==> config.mk <==
export PLATFORM = sky130hd
export DESIGN_NAME = i2s_tx_param
export DESIGN_NICKNAME = d
export VERILOG_FILES = /design/src/rtl/audio_pkg.sv /design/src/rtl/i2s_clkgen.sv /design/src/rtl/i2s_tx_param.sv
export SDC_FILE = /design/constraint.sdc
export NUM_CORES = 1
export LEC_CHECK = 0
export ABC_AREA = 1
export CAP_MARGIN = 0
export CORE_MARGIN = 2
export CORE_UTILIZATION = 60
export DETAILED_ROUTE_END_ITERATION = 10
export GPL_TIMING_DRIVEN = 0
export PLACE_DENSITY_LB_ADDON = 0.1
export SYNTH_ARGS = -nofsm -noshare
export SYNTH_HDL_FRONTEND = slang
export SYNTH_HIERARCHICAL = 1
export SYNTH_SLANG_ARGS = --single-unit
==> constraint.sdc <==
create_clock -name clk_50MHz -period 6.2 [get_ports clk_50MHz]
set_input_delay 0.93 -clock clk_50MHz [delete_from_list [all_inputs] [get_ports clk_50MHz]]
set_output_delay 0.93 -clock clk_50MHz [all_outputs]
set_load 0.1 [all_outputs]
==> src/rtl/audio_pkg.sv <==
// Types and helpers shared by the serial-audio transmit path.
package audio_pkg;

    typedef enum logic [1:0] {
        FMT_I2S = 2'b00,
        FMT_LJ  = 2'b01,
        FMT_RJ  = 2'b10
    } fmt_t;

    function automatic int frame_bits(input int slot_w);
        return 2 * slot_w;
    endfunction

endpackage

==> src/rtl/i2s_clkgen.sv <==
// Bit-clock divider: toggles sclk every HALF_DIV cycles and flags each falling transition.
module i2s_clkgen #(
    parameter int HALF_DIV = 8
) (
    input  logic clk,
    input  logic rst,
    output logic sclk,
    output logic bit_tick
);

    localparam int CW = (HALF_DIV > 1) ? $clog2(HALF_DIV) : 1;
    localparam logic [CW-1:0] DIV_LAST = CW'(HALF_DIV - 1);

    logic [CW-1:0] div_cnt;
    logic          div_wrap;

    assign div_wrap = (div_cnt == DIV_LAST);
    // Combinational so frame-start work lands on the same edge that drops sclk.
    assign bit_tick = div_wrap & sclk;

    always_ff @(posedge clk or posedge rst) begin
        if (rst) begin
            div_cnt <= '0;
            sclk    <= 1'b0;
        end else if (div_wrap) begin
            div_cnt <= '0;
            sclk    <= ~sclk;
        end else begin
            div_cnt <= div_cnt + CW'(1);
        end
    end

endmodule

==> src/rtl/i2s_tx_param.sv <==
// Parametrised I2S / left- / right-justified transmitter with a one-deep sample
// holding register, same-cycle bypass at frame start and underrun counting.
module i2s_tx_param #(
    parameter int DATA_W   = 16,
    parameter int SLOT_W   = 32,
    parameter int HALF_DIV = 8
) (
    input  logic              clk_50MHz,
    input  logic              reset,
    input  logic [1:0]        fmt,
    input  logic [DATA_W-1:0] l_data,
    input  logic [DATA_W-1:0] r_data,
    input  logic              sample_valid,
    output logic              sample_ready,
    output logic              dac_SCLK,
    output logic              dac_LRCK,
    output logic              dac_SDIN,
    output logic              underrun,
    output logic [7:0]        underrun_cnt
);
    import audio_pkg::*;

    localparam int FB = frame_bits(SLOT_W);
    localparam int BW = $clog2(FB);
    localparam logic [BW-1:0] BIT_LAST = BW'(FB - 1);

    logic              bit_tick, frame_start, xfer, hold_full;
    logic [BW-1:0]     bit_cnt, bit_nxt;
    logic [1:0]        fmt_q, fmt_nxt;
    logic [DATA_W-1:0] hold_l, hold_r, shift_l, shift_r, load_l, load_r;
    logic [DATA_W-1:0] slot_word, slot_shift;
    logic              slot_left, lrck_nxt, sdin_nxt;
    int                pos;

    i2s_clkgen #(.HALF_DIV(HALF_DIV)) u_clkgen (
        .clk      (clk_50MHz),
        .rst      (reset),
        .sclk     (dac_SCLK),
        .bit_tick (bit_tick)
    );

    assign frame_start  = bit_tick && (bit_cnt == BIT_LAST);
    assign sample_ready = ~hold_full;
    assign xfer         = sample_valid && sample_ready;
    assign bit_nxt      = (bit_cnt == BIT_LAST) ? '0 : bit_cnt + BW'(1);

    // Sample and format that will be in effect after this edge; an empty
    // holding register with no transfer leaves the previous pair to replay.
    always_comb begin
        load_l  = shift_l;
        load_r  = shift_r;
        fmt_nxt = fmt_q;
        if (frame_start) begin
            fmt_nxt = fmt;
            if (hold_full) begin
                load_l = hold_l;
                load_r = hold_r;
            end else if (xfer) begin
                load_l = l_data;
                load_r = r_data;
            end
        end
    end

    always_comb begin
        slot_left  = int'(bit_nxt) < SLOT_W;
        pos        = slot_left ? int'(bit_nxt) : int'(bit_nxt) - SLOT_W;
        slot_word  = slot_left ? load_l : load_r;
        slot_shift = '0;
        lrck_nxt   = ~slot_left;
        sdin_nxt   = 1'b0;
        case (fmt_nxt)
            FMT_LJ: begin
                lrck_nxt = slot_left;
                if (pos < DATA_W) begin
                    slot_shift = slot_word >> (DATA_W - 1 - pos);
                    sdin_nxt   = slot_shift[0];
                end
            end
            FMT_RJ: begin
                lrck_nxt = slot_left;
                if (pos >= SLOT_W - DATA_W) begin
                    slot_shift = slot_word >> (SLOT_W - 1 - pos);
                    sdin_nxt   = slot_shift[0];
                end
            end
            default: begin
                if (pos >= 1 && pos <= DATA_W) begin
                    slot_shift = slot_word >> (DATA_W - pos);
                    sdin_nxt   = slot_shift[0];
                end
            end
        endcase
    end

    always_ff @(posedge clk_50MHz or posedge reset) begin
        if (reset) begin
            bit_cnt      <= BIT_LAST;
            fmt_q        <= FMT_I2S;
            hold_full    <= 1'b0;
            hold_l       <= '0;
            hold_r       <= '0;
            shift_l      <= '0;
            shift_r      <= '0;
            dac_LRCK     <= 1'b1;
            dac_SDIN     <= 1'b0;
            underrun     <= 1'b0;
            underrun_cnt <= '0;
        end else begin
            underrun <= 1'b0;
            if (bit_tick) begin
                bit_cnt  <= bit_nxt;
                dac_LRCK <= lrck_nxt;
                dac_SDIN <= sdin_nxt;
            end
            if (frame_start) begin
                fmt_q     <= fmt_nxt;
                shift_l   <= load_l;
                shift_r   <= load_r;
                hold_full <= 1'b0;
                if (!hold_full && !xfer) begin
                    underrun <= 1'b1;
                    if (underrun_cnt != 8'hFF)
                        underrun_cnt <= underrun_cnt + 8'd1;
                end
            end else if (xfer) begin
                hold_l    <= l_data;
                hold_r    <= r_data;
                hold_full <= 1'b1;
            end
        end
    end

endmodule

# Word level (Yosys, flattened, before mapping)
# Index checks and enable logic that the tools add are counted.
dict set report totals {
  reg_bits 88
  latchBits 0
  ramBits 0
  mem_bits_ro 0
  in_bits 37
  out_inout_bits 13
  word_cells 68
  memories 0
}
dict set report op_classes {
  addsub 7
  n_mul 0
  n_div 0
  order_cmp 5
  n_eq_ne 5
  n_shift 3
  n_mux 20
  bitwise 5
  reduce_logical 10
}
# cell count
set op_table {}
lappend op_table {{$mux 16} 7}
lappend op_table {{$shr 16x32->1} 3}
lappend op_table {{$sub 6x32->32 const A} 2}
lappend op_table {{$ge 32x2->1 const B} 1}
lappend op_table {{$ge 32x6->1 const B} 1}
lappend op_table {{$le 32x6->1 const B} 1}
lappend op_table {{$lt 32x6->1 const B} 1}
lappend op_table {{$mux 32} 1}
lappend op_table {{$sub 5x32->32 const A} 1}
lappend op_table {{$add 8x1->8 const B} 1}
lappend op_table {{$mux 1} 8}
lappend op_table {{$ne 8x8->1 const B} 1}
lappend op_table {{$sub 6x6->7 const B} 1}
lappend op_table {{$add 6x1->6 const B} 1}
lappend op_table {{$eq 6x6->1 const B} 1}
lappend op_table {{$lt 6x6->1 const B} 1}
lappend op_table {{$mux 6} 1}
lappend op_table {{$logic_and 1x1->1} 4}
lappend op_table {{$not 1->1} 4}
lappend op_table {{$add 3x1->3 const B} 1}
lappend op_table {{$eq 3x3->1 const B} 1}
lappend op_table {{$mux 3} 1}
lappend op_table {{$reduce_and 3->1} 1}
lappend op_table {{$eq 2x1->1 const B} 1}
lappend op_table {{other kinds (8)} 9}

# Logic depth before layout (Yosys ltp)
dict set report depth {
  ltp_word 9
  mapped_depth 22
  ltp_nobuf 20
}

# By module
# The synthesis kept the hierarchy.
# module n_inst cells_each area_each_um2 seq_area_each_um2
set by_module_without_submodules {}
lappend by_module_without_submodules {i2s_tx_param 1 711 4956.0 2110.8}
lappend by_module_without_submodules {i2s_clkgen 1 15 158.9 100.1}

# Worst setup path before layout
# OpenSTA, ideal clock, no wires.
dict set report synth_path {
  path_kind {reg-to-reg}
  from {register u_clkgen.sclk}
  to {register dac_SDIN}
  setup_ns 0.068
  arrival_time_ns 2.842
  t_required_ns 6.132
  slack_ns 3.291
  stages_incl_launch_ff 17
  path_buffers 3
  period_less_slack_ns 2.909
  cell_sequence {dfrtp_1 > nand2_1 > inv_1 > buf_4 > inv_2 > nor3_2 > buf_4 > buf_6 > or2_2 > o21ai_0 > ha_1 > nand2_1 > nor4_1 > nand2_1 > nand2_1 > nand2_1 > nand2_1}
}
dict set report synth_between {
  elab_chain_len 7
  word_cells_on_any_way 15
  classes_between {eq/ne (2); shift (3); mux (8); bitwise (1); reduce/logical (1)}
}
# element line
set synth_rtl {}
lappend synth_rtl {{start, declared} i2s_clkgen.sv:7} ;# output logic sclk,
lappend synth_rtl {{start signal, assigned} i2s_clkgen.sv:27} ;# sclk <= ~sclk;
lappend synth_rtl {{$and 1x1->1 *} i2s_clkgen.sv:19} ;# assign bit_tick = div_wrap & sclk;
lappend synth_rtl {{named net bit_tick} i2s_tx_param.sv:27} ;# logic bit_tick, frame_start, xfer, hold_full;
lappend synth_rtl {{$logic_and 1x1->1} i2s_tx_param.sv:42} ;# assign frame_start = bit_tick && (bit_cnt == BIT_LAST);
lappend synth_rtl {{$mux 16} i2s_tx_param.sv:53} ;# if (frame_start) begin
lappend synth_rtl {{$mux 16} i2s_tx_param.sv:68} ;# slot_word = slot_left ? load_l : load_r;
lappend synth_rtl {{$shr 16x32->1 (on tied branches)} {i2s_tx_param.sv:89, i2s_tx_param.sv:76, i2s_tx_param.sv:83}}
lappend synth_rtl {{$mux 1 (on tied branches)} {i2s_tx_param.sv:88, i2s_tx_param.sv:75, i2s_tx_param.sv:82}}
lappend synth_rtl {{$pmux 1 s2} i2s_tx_param.sv:72} ;# case (fmt_nxt)
lappend synth_rtl {{end signal, assigned} i2s_tx_param.sv:114} ;# dac_SDIN <= sdin_nxt;
lappend synth_rtl {{end, declared} i2s_tx_param.sv:17} ;# output logic dac_SDIN,
# The timed path passes the listed nets; every way through them passes the cells marked *.
# A chain may end at the register's enable or synchronous reset.

# Worst setup path in the final report
dict set report layout_path {
  from {register hold_full}
  to {output sample_ready}
}
dict set report layout_between {
  elab_chain_len 1
}
# element line
set layout_rtl {}
lappend layout_rtl {{start, declared} i2s_tx_param.sv:27}
lappend layout_rtl {{start signal, assigned} i2s_tx_param.sv:100} ;# hold_full <= 1'b0;
lappend layout_rtl {{start signal, assigned} i2s_tx_param.sv:120} ;# hold_full <= 1'b0;
lappend layout_rtl {{start signal, assigned} i2s_tx_param.sv:129} ;# hold_full <= 1'b1;
lappend layout_rtl {{$not 1->1} i2s_tx_param.sv:43} ;# assign sample_ready = ~hold_full;
lappend layout_rtl {{end, declared} i2s_tx_param.sv:14} ;# output logic sample_ready,
# No other way between the ends.

==> flow_summary.yaml <==
clocking:
  clock_path_buffers: 2
  cts_sinks: 88
  cts_htree_levels: 3
  post_cts_buffers: 0
  clk_pin_slew_ns: 0.09
  cts_tree: "built"
  hold_buffers: 0
  cts_resized: 0
  root_buffer: "clkbuf_8"
  clock_latency_ns: 0.37
  cts_buffers: 9
sta:
  tightest_slew_ns: 0.977
  setup_tns_ns: 0
  setup_slack_ns: 2.85
  max_slew_margin_pct: 34.6
  hold_viol: 0
  skew_ns: 0.0176
  rsz0062_at_grt: "false"
  min_period_ns: 3.35
  clock.fmax_mhz: 299
  period_share_pct: 54.0
  drv_slew: 0
  setup_viol: 0
detailed_routing:
  wl_met3_um: 746
  dr_total_vias: 4660
  drt_pass1_iterations: 5
  met2_length_um: 6080
  routed_wl_um: 12800
  initialDrtViolationCount: 304
  routedWlPerCell_um: 14.2
  wl_met1_um: 5590
  top_layer_used: "met4"
  viasPerCell: 5.20
  ant_nets: 0
  drc: 0
floorplanning:
  start_util_pct: 61.9
  rows: 33
  core_um2: 8260
  fp.dieH_um: 96.3
  die_w_um: 96.3
  io_pins: 50
  dieArea_um2: 9280
worst_setup_path:
  crit_fanout: 10
  cp-start-kind: "flip-flop"
  crit_path_cell_trace: "buf_4, inv_1, buf_2, clkdlybuf4s50_1"
  worst_path_largest_cell_delay_ns: 1.17
  endpoint_kind: "primary output"
  critPathArrivalTime_ns: 2.42
  critPathRequiredTime_ns: 5.27
  path_class: "reg2out"
  crit_path_top_delay_cell: "clkdlybuf4s50_1"
yosys:
  synth_xor_area_share_pct: 1.37
  yosys-mux-area-fraction_pct: 1.10
  syn-cell-area_um2: 5110
  synth_top_area_share_pct: 39.6
  synth_compound_area_share_pct: 6.48
  synth_top_family_by_area: "simple AND/OR/NAND/NOR gates"
  ys_types: 32
  synth.most_common_cell: "nand2_1"
  synth_simple_gate_area_share_pct: 32.8
  syn_avg_cell_area_um2: 7.05
  synth_cells: 726
  synth_seq_area_share_pct: 43.2
  synthFlopType: "dfrtp_1"
  synth_largest_area_cell: "dfrtp_1"
  synth_warnings: 6
  yosys-top-cells-area: "dfrtp_1 40%, nand2_1 20%, inv_1 9.7%, nand3_1 5.3%, o21ai_0 4.6%"
  ys_seq_elements: 88
  synth_commonest_cells: "276 x nand2_1, 132 x inv_1, 81 x dfrtp_1"
  synthAdderAreaFrac_pct: 2.20
  syn-num-nets: 772
  synth_edf_count: 0
  async_reset_ff_share_pct: 100
hold_path:
  hold_path_class: "reg2reg"
grt:
  antenna_found_initial: 0
  grt_max_degree: 56
  grt.total_usage_pct: 29.3
  grt_first_pass_wirelength_um: 20800
  grt_pass1_vias: 4426
  grt-ovfl-total: 0
pwr:
  peakVddDrop_v: 0.000125
  p_leak_nw: 3.33
  power.density_nw_per_um2: 190
placed_design:
  gp_congestion: 0.906
  dp_hpwl_um: 9200
  post_dp_cell_area_um2: 5770
  pre_cts_ws_ns: 2.88
  io_buffers: 49
final_layout:
  antenna_cells: 0
  register_area_um2: 2210
  drive_gt1_share_pct: 11.2
  final.fill_count: 700
  nNetsFinal: 833
  syn2layout_area_growth_pct: 16.7
  multiInputGateArea_um2: 2250
  final_core_util_pct: 72.3
  final_cell_area_um2: 5970
job:
  cap_violations: 0
outcome:
  status: "finished clean"
==> cells in the final DEF, fill, tap and decap left out, drive strengths merged, types with 5 or more instances in the layout <==
cell type and n:
nand2 279, inv 136, dfrtp 81, nand3 56
o21ai 55, clkdlybuf4s50 49, nor2 27, or2 24
buf 20, clkbuf 18, ha 9, dfstp 7
mux2 5, xor2 5
==> sequential cells by signal (all words and copies together) (netlist names), 2 cells and up <==
| register | cells |
|---|---|
| shift_l | 16 |
| fmt_q | 2 |
| hold_l | 16 |
| hold_r | 16 |
| shift_r | 16 |
| u_clkgen/div_cnt | 3 |
| underrun_cnt | 8 |
| bit_cnt | 6 |
==> critical path: cells and delay by family, from the launching register on <==
| kind | cells | cell delay, ns |
|---|---|---|
| flops | 1 | 0.37 |
| buf+inv | 4 | 1.69 |
==> cell families (layout without fill, tap and decap cells) <==
group | after synthesis | after routing
simple gates | 393 | 393
buf+inv | 160 | 226
flops | 88 | 88
compound gates | 63 | 63
fa+ha+maj | 9 | 9
xor+xnor | 8 | 8
mux | 5 | 5
==> per-stage QoR <==
step                hold WS, ns  power (mW)  instances
floorplan                 0.403       0.680        726
finish                    0.450        1.13        897
CTS                       0.453        1.13        897
global route              0.474        1.17        897
detailed placement        0.440       0.723        881
global placement          0.413       0.715        880
==> final timing paths <==
check                                    start                   to  slack [ns]  cells past startpoint
setup / recovery                     hold_full         sample_ready        2.85                      4
hold / removal             u_clkgen/div_cnt[0]  u_clkgen/div_cnt[0]        0.45                      1
setup reg to reg           u_clkgen/div_cnt[0]             dac_SDIN        3.11                     19
hold reg to reg            u_clkgen/div_cnt[0]  u_clkgen/div_cnt[0]        0.45                      1
max in group asynchronous                reset           shift_r[9]        4.67                      3
min in group asynchronous                reset  u_clkgen/div_cnt[0]        0.82                      2
==> where the power goes <==
part / internal, mW / leakage, nW / switching [mW] / total (mW)
Clock: 0.201 / 0.0966 / 0.222 / 0.422
Combinational: 0.0552 / 2.10 / 0.0456 / 0.101
Sequential: 0.598 / 1.13 / 0.0128 / 0.611
Total: 0.854 / 3.33 / 0.280 / 1.13
==> per-layer routing <==
metal / global-route usage [%] / vias up
li1: - / 2305
met1: 39.2 / 2157
met2: 48.6 / 166
met3: 5.09 / 32
met4: 9.62 / 0
met5: 0 / -
==> cell type report <==
cell class | instances | share of cell area [%]
Buffer | 26 | 2.58
Tap cell | 105 | 2.20
Clock inverter | 5 | 1.05
Inverter | 134 | 8.47
Timing Repair Buffer | 50 | 8.68
Clock buffer | 11 | 2.37
Sequential cell | 88 | 37.0
Multi-Input combinational cell | 478 | 37.6
Note: power is estimated with default switching activity, not from simulation.
